$ cat src/rtl/fetch_redirect_arbiter.sv
// Fetch redirect arbiter: picks one of PRED/ID/MEM redirect targets (oldest stage wins),
// holds a single pending target across decode stalls, and blocks younger redirects after a MEM correction.
module fetch_redirect_arbiter #(
  parameter int SQUASH_CYCLES = 8,
  parameter int CNT_W         = 16
) (
  input  logic             CLK,
  input  logic             RESET,
  input  logic             STALL,
  input  logic             Pred_Req,
  input  logic [31:0]      Pred_PC,
  input  logic             ID_Req,
  input  logic [31:0]      ID_PC,
  input  logic             MEM_Req,
  input  logic [31:0]      MEM_PC,
  output logic             Request_Alt_PC,
  output logic [31:0]      Alt_PC,
  output logic [1:0]       Redirect_Src,
  output logic             Squash_Busy,
  output logic [CNT_W-1:0] Mispredict_Count
);

  localparam int SQ_W = (SQUASH_CYCLES > 2) ? $clog2(SQUASH_CYCLES) : 1;
  localparam logic [SQ_W-1:0] SQ_LOAD = SQ_W'(SQUASH_CYCLES - 1);

  localparam logic [1:0] SRC_NONE = 2'd0;
  localparam logic [1:0] SRC_PRED = 2'd1;
  localparam logic [1:0] SRC_ID   = 2'd2;
  localparam logic [1:0] SRC_MEM  = 2'd3;

  typedef enum logic [1:0] {
    S_IDLE,
    S_PENDING,
    S_SQUASH
  } state_t;

  state_t           state_q, state_d;
  logic [1:0]       buf_src_q, buf_src_d;
  logic [31:0]      buf_pc_q, buf_pc_d;
  logic [SQ_W-1:0]  sq_cnt_q, sq_cnt_d;
  logic             req_q, req_d;
  logic [31:0]      alt_pc_q, alt_pc_d;
  logic [1:0]       src_q, src_d;
  logic [CNT_W-1:0] mcnt_q, mcnt_d;

  // Source codes double as priority ranks, so comparisons below are priority comparisons.
  logic [1:0]  new_src;
  logic [31:0] new_pc;

  always_comb begin
    new_src = SRC_NONE;
    new_pc  = '0;
    if (MEM_Req) begin
      new_src = SRC_MEM;
      new_pc  = MEM_PC;
    end else if (ID_Req) begin
      new_src = SRC_ID;
      new_pc  = ID_PC;
    end else if (Pred_Req) begin
      new_src = SRC_PRED;
      new_pc  = Pred_PC;
    end
  end

  logic        issue_en;
  logic [1:0]  issue_src;
  logic [31:0] issue_pc;

  always_comb begin
    state_d   = state_q;
    buf_src_d = buf_src_q;
    buf_pc_d  = buf_pc_q;
    sq_cnt_d  = sq_cnt_q;
    req_d     = 1'b0;
    alt_pc_d  = alt_pc_q;
    src_d     = src_q;
    mcnt_d    = mcnt_q;
    issue_en  = 1'b0;
    issue_src = SRC_NONE;
    issue_pc  = '0;

    case (state_q)
      S_IDLE: begin
        if (new_src != SRC_NONE) begin
          if (STALL) begin
            buf_src_d = new_src;
            buf_pc_d  = new_pc;
            state_d   = S_PENDING;
          end else begin
            issue_en  = 1'b1;
            issue_src = new_src;
            issue_pc  = new_pc;
          end
        end
      end
      S_PENDING: begin
        if (STALL) begin
          if (new_src != SRC_NONE && new_src >= buf_src_q) begin
            buf_src_d = new_src;
            buf_pc_d  = new_pc;
          end
        end else begin
          issue_en = 1'b1;
          if (new_src > buf_src_q) begin
            issue_src = new_src;
            issue_pc  = new_pc;
          end else begin
            issue_src = buf_src_q;
            issue_pc  = buf_pc_q;
          end
        end
      end
      S_SQUASH: begin
        // Only a further MEM correction may break through the squash window.
        if (MEM_Req) begin
          if (STALL) begin
            buf_src_d = SRC_MEM;
            buf_pc_d  = MEM_PC;
            sq_cnt_d  = '0;
            state_d   = S_PENDING;
          end else begin
            issue_en  = 1'b1;
            issue_src = SRC_MEM;
            issue_pc  = MEM_PC;
          end
        end else if (sq_cnt_q == '0) begin
          state_d = S_IDLE;
        end else begin
          sq_cnt_d = sq_cnt_q - SQ_W'(1);
        end
      end
      default: begin
        state_d = S_IDLE;
      end
    endcase

    if (issue_en) begin
      req_d     = 1'b1;
      alt_pc_d  = issue_pc & ~32'h3;
      src_d     = issue_src;
      buf_src_d = SRC_NONE;
      if (issue_src == SRC_MEM) begin
        state_d  = S_SQUASH;
        sq_cnt_d = SQ_LOAD;
        if (mcnt_q != '1) begin
          mcnt_d = mcnt_q + CNT_W'(1);
        end
      end else begin
        state_d  = S_IDLE;
        sq_cnt_d = '0;
      end
    end
  end

  always_ff @(posedge CLK) begin
    if (RESET) begin
      state_q   <= S_IDLE;
      buf_src_q <= SRC_NONE;
      buf_pc_q  <= '0;
      sq_cnt_q  <= '0;
      req_q     <= 1'b0;
      alt_pc_q  <= '0;
      src_q     <= SRC_NONE;
      mcnt_q    <= '0;
    end else begin
      state_q   <= state_d;
      buf_src_q <= buf_src_d;
      buf_pc_q  <= buf_pc_d;
      sq_cnt_q  <= sq_cnt_d;
      req_q     <= req_d;
      alt_pc_q  <= alt_pc_d;
      src_q     <= src_d;
      mcnt_q    <= mcnt_d;
    end
  end

  assign Request_Alt_PC   = req_q;
  assign Alt_PC           = alt_pc_q;
  assign Redirect_Src     = src_q;
  assign Squash_Busy      = (state_q == S_SQUASH);
  assign Mispredict_Count = mcnt_q;

endmodule

$ cat config.mk
export PLATFORM = sky130hd
export DESIGN_NAME = fetch_redirect_arbiter
export DESIGN_NICKNAME = d
export VERILOG_FILES = /design/src/rtl/fetch_redirect_arbiter.sv
export SDC_FILE = /design/constraint.sdc
export NUM_CORES = 1
export LEC_CHECK = 0
export CAP_MARGIN = 0
export CORE_MARGIN = 3
export CORE_UTILIZATION = 42
export CTS_CLUSTER_SIZE = 24
export DETAILED_ROUTE_END_ITERATION = 8
export PLACE_DENSITY_LB_ADDON = 0.25
export RECOVER_POWER = 50
export SLEW_MARGIN = 10
export SYNTH_ARGS = -nofsm -noshare
export SYNTH_HDL_FRONTEND = slang
export SYNTH_SLANG_ARGS = --single-unit
$ cat constraint.sdc
create_clock -name CLK -period 2.9 [get_ports CLK]
set_clock_uncertainty 0.15 [all_clocks]
set_input_delay 0.435 -clock CLK [delete_from_list [all_inputs] [get_ports CLK]]
set_output_delay 0.435 -clock CLK [all_outputs]
set_load 0.005 [all_outputs]
==> results.py <==
metrics = {
    "floorplan": {
        "dieArea_um2": 12400,
        "ios": 154,
        "die_h_um": 111,
        "fp-row-count": 37,
        "die_w_um": 111,
        "initial_core_util": 0.440,
        "core_area_um2": 10600,
    },
    "run": {
        "maxCapViolCount": 0,
    },
    "grt": {
        "grt_pass1_wl_mm": 24.9,
        "track_usage": 0.240,
        "grt_pass1_vias": 5144,
        "grt_overflow": 0,
        "antenna_found_initial": 0,
        "grt_max_degree": 68,
    },
    "place": {
        "port_buffers": 145,
        "gp_congestion": 0.823,
        "dpl.hpwl_mm": 10.6,
    },
    "power": {
        "ir_worst_vdd_mv": 0.222,
        "p_sw_frac": 0.289,
        "power_density_nw_per_um2": 459,
        "leakage_uw": 0.00252,
        "clockPowerShare": 0.320,
        "intPower_uw": 2140,
        "seqPwrFrac": 0.438,
        "combPwrFrac": 0.242,
        "p_switching_uw": 871,
    },
    "layout": {
        "syn_to_final_growth_pct": 41.4,
        "nets": 845,
        "final_core_util": 0.623,
        "diodes": 0,
        "layout-drive-gt1-share": 0.0903,
    },
    "setup_path": {
        "worstPathRequired_ns": 3.04,
        "cp_max_fo": 9,
        "reg2reg_from": "buf_src_q[1]$_SDFFE_PP0P_",
        "reg2regPathDepth": 8,
        "startpoint_type": "input pin",
        "critical_path_class": "input pin to register",
        "endpoint": "Mispredict_Count[14]$_SDFFE_PP0P_",
        "crit_arrival_ns": 2.94,
        "r2r_end": "Mispredict_Count[14]$_SDFFE_PP0P_",
        "end_kind": "register",
        "crit_start": "ID_Req",
        "r2r_setup_slack_ns": 0.46,
    },
    "clock_tree": {
        "root_buffer": "clkbuf_8",
        "clkLatencyLatePin_ns": 0.36,
        "hold_buffers": 0,
        "path_clk_slew_ns": 0.09,
        "cts.sinks": 86,
        "htree_levels": 3,
        "cts_tree": "built",
        "cts_buffer_depth": 2,
        "cts_buffers": 9,
    },
    "drt": {
        "drt_iter0_drc": 493,
        "ant_nets": 0,
        "drtPass1Iterations": 6,
        "viasPerCell": 6.04,
        "drc": 0,
        "wl_per_cell_um": 17.7,
        "vias": 5301,
        "wl_mm": 15.5,
    },
    "timing": {
        "finalHoldViolCount": 0,
        "timing.slew.headroom": 0.572,
        "finalSetupViolCount": 0,
        "max_freq_mhz": 357,
        "fin_crit_ns": 2.80,
        "worst_pin_slew_ns": 0.641,
        "slew_viol_final": 0,
        "hold_ws_ns": 0.305,
        "finalCritPeriodShare": 0.967,
    },
    "synthesis": {
        "netlist_instances": 608,
        "synth_top_family_by_area": "compound AO/OA/AOI/OAI gates",
        "synthMuxAreaShare": 0.00727,
        "ys_types": 50,
        "yosys.area_share.xor_xnor": 0.00188,
        "synthAdderAreaFrac": 0.0162,
        "synth-compound-area-share": 0.311,
        "synth-seq-cells": 86,
        "synthFlopType": "dfxtp_1",
        "yosysWarningCount": 0,
        "seq_area_frac_synth": 0.370,
        "avgSynthCellArea_um2": 7.65,
        "syn_area_um2": 4650,
        "ys_async_sr_fraction": 0,
        "synth-simple-area-share": 0.227,
        "synth_edf_count": 0,
    },
    "min_path": {
        "min_path_type": "register to register",
    },
    "outcome": {
        "status": "complete, no violations",
    },
}
worst max-delay path, cell delays in order:
cell and delay [ns]:
clkdlybuf4s50_1 0.43, or2_4 0.27, ha_4 0.28, nor2b_2 0.14, a2bb2oi_2 0.18, mux2_4 0.34
and2_4 0.18, or4_1 0.52, a21oi_2 0.16
metal layers:
layer / wire length, um / part of all wire / vias up / track usage
met3: 1350 / 0.087 / 25 / 0.0524
met1: 6370 / 0.41 / 2516 / 0.305
met2: 7570 / 0.49 / 261 / 0.402
met4: 257 / 0.017 / 0 / 0.0843
li1: - / - / 2499 / -
met5: 0 / 0 / - / 0
flip-flops by register name, summed over array words and instances, names as in the netlist:
name              flops
Alt_PC               30
buf_pc_q             30
Mispredict_Count     16
sq_cnt_q              3
Redirect_Src          2
buf_src_q             2
state_q               2
Request_Alt_PC        1
power groups by stage:
stage	registers [uW]	clock network [uW]	logic [uW]
CTS	1320	971	735
detailed placement	1350	0	733
floorplan	1340	0	376
finish	1320	965	729
global placement	1340	0	706
global route	1330	1030	797
layout make-up:
type | instances | area (um^2)
Clock buffer | 11 | 141
Clock inverter | 5 | 81.3
Fill cell | 959 | 3980
Inverter | 10 | 37.5
Multi-Input combinational cell | 453 | 2680
Sequential cell | 86 | 1720
Tap cell | 136 | 170
Timing Repair Buffer | 177 | 1740
kinds of logic after synthesis:
family          Yosys count
buf+inv                  71
xor+xnor                  1
other cells               1
simple gates            237
fa+ha+maj                 6
compound gates          203
mux                       3
flops                    86
worst min path at each step:
| stage | slack [ns] | cells past startpoint | from | end |
|---|---|---|---|---|
| floorplan | 0.30 | 2 | Alt_PC[10]$_SDFFE_PP0P_ | Alt_PC[10]$_SDFFE_PP0P_ |
| global placement | 0.29 | 2 | Alt_PC[7]$_SDFFE_PP0P_ | Alt_PC[7]$_SDFFE_PP0P_ |
| detailed placement | 0.30 | 2 | Alt_PC[7]$_SDFFE_PP0P_ | Alt_PC[7]$_SDFFE_PP0P_ |
| CTS | 0.31 | 2 | Alt_PC[7]$_SDFFE_PP0P_ | Alt_PC[7]$_SDFFE_PP0P_ |
| global route | 0.33 | 2 | Alt_PC[15]$_SDFFE_PP0P_ | Alt_PC[15]$_SDFFE_PP0P_ |
| finish | 0.31 | 2 | Alt_PC[11]$_SDFFE_PP0P_ | Alt_PC[11]$_SDFFE_PP0P_ |
synth_stat cells, types with 3 or more instances:
cell type	n	share of area
and2_1	5	0.0067
nor3_1	7	0.0075
a22oi_1	29	0.047
nand2b_1	7	0.0094
o21ai_0	35	0.038
nand3_1	7	0.0075
a311oi_1	30	0.057
nor2_1	50	0.040
mux2_2	3	0.0073
dfxtp_1	86	0.37
clkbuf_1	50	0.040
nand4_1	5	0.0067
or4_1	8	0.013
o31ai_1	8	0.013
a222oi_1	30	0.065
inv_1	10	0.0081
nand2_1	130	0.10
o211ai_1	4	0.0065
nor2b_1	4	0.0054
buf_6	4	0.0097
ha_1	6	0.016
buf_1	3	0.0024
a21oi_1	51	0.055
a211oi_1	3	0.0048
stage by stage:
stage / setup TNS [ns] / instances / area, um^2 / worst slack (ns) / total power (uW)
final: 0 / 878 / 6570 / 0.0963 / 3020
after global routing: -0.000406 / 878 / 6570 / -0.000406 / 3160
after CTS: 0 / 876 / 6550 / 0.0414 / 3030
after detailed placement: -5.32 / 860 / 6330 / -0.327 / 2080
after global placement: -3.83 / 860 / 6330 / -0.267 / 2050
after floorplan: 0 / 609 / 4680 / 0.00186 / 1710
timing repair:
item / 4_1_cts / 5_1_grt
resized for setup: 0 / 4
buffers inserted: 0 / 1
endpoints found under the setup margin: 0 / 9
layout by cell type (no fill, tap or decap), types with 6 or more instances in the layout:
cell type / count
nand2_1: 130
clkdlybuf4s50_1: 93
dfxtp_1: 86
nor2_1: 50
dlygate4sd3_1: 50
a21oi_1: 48
o21ai_0: 35
a311oi_1: 30
a222oi_1: 30
a22oi_1: 29
buf_4: 24
inv_1: 10
clkbuf_8: 10
o31ai_1: 8
or4_1: 8
nand2b_1: 7
nand3_1: 7
nor3_1: 6
Note: power is estimated with default switching activity, not from simulation.
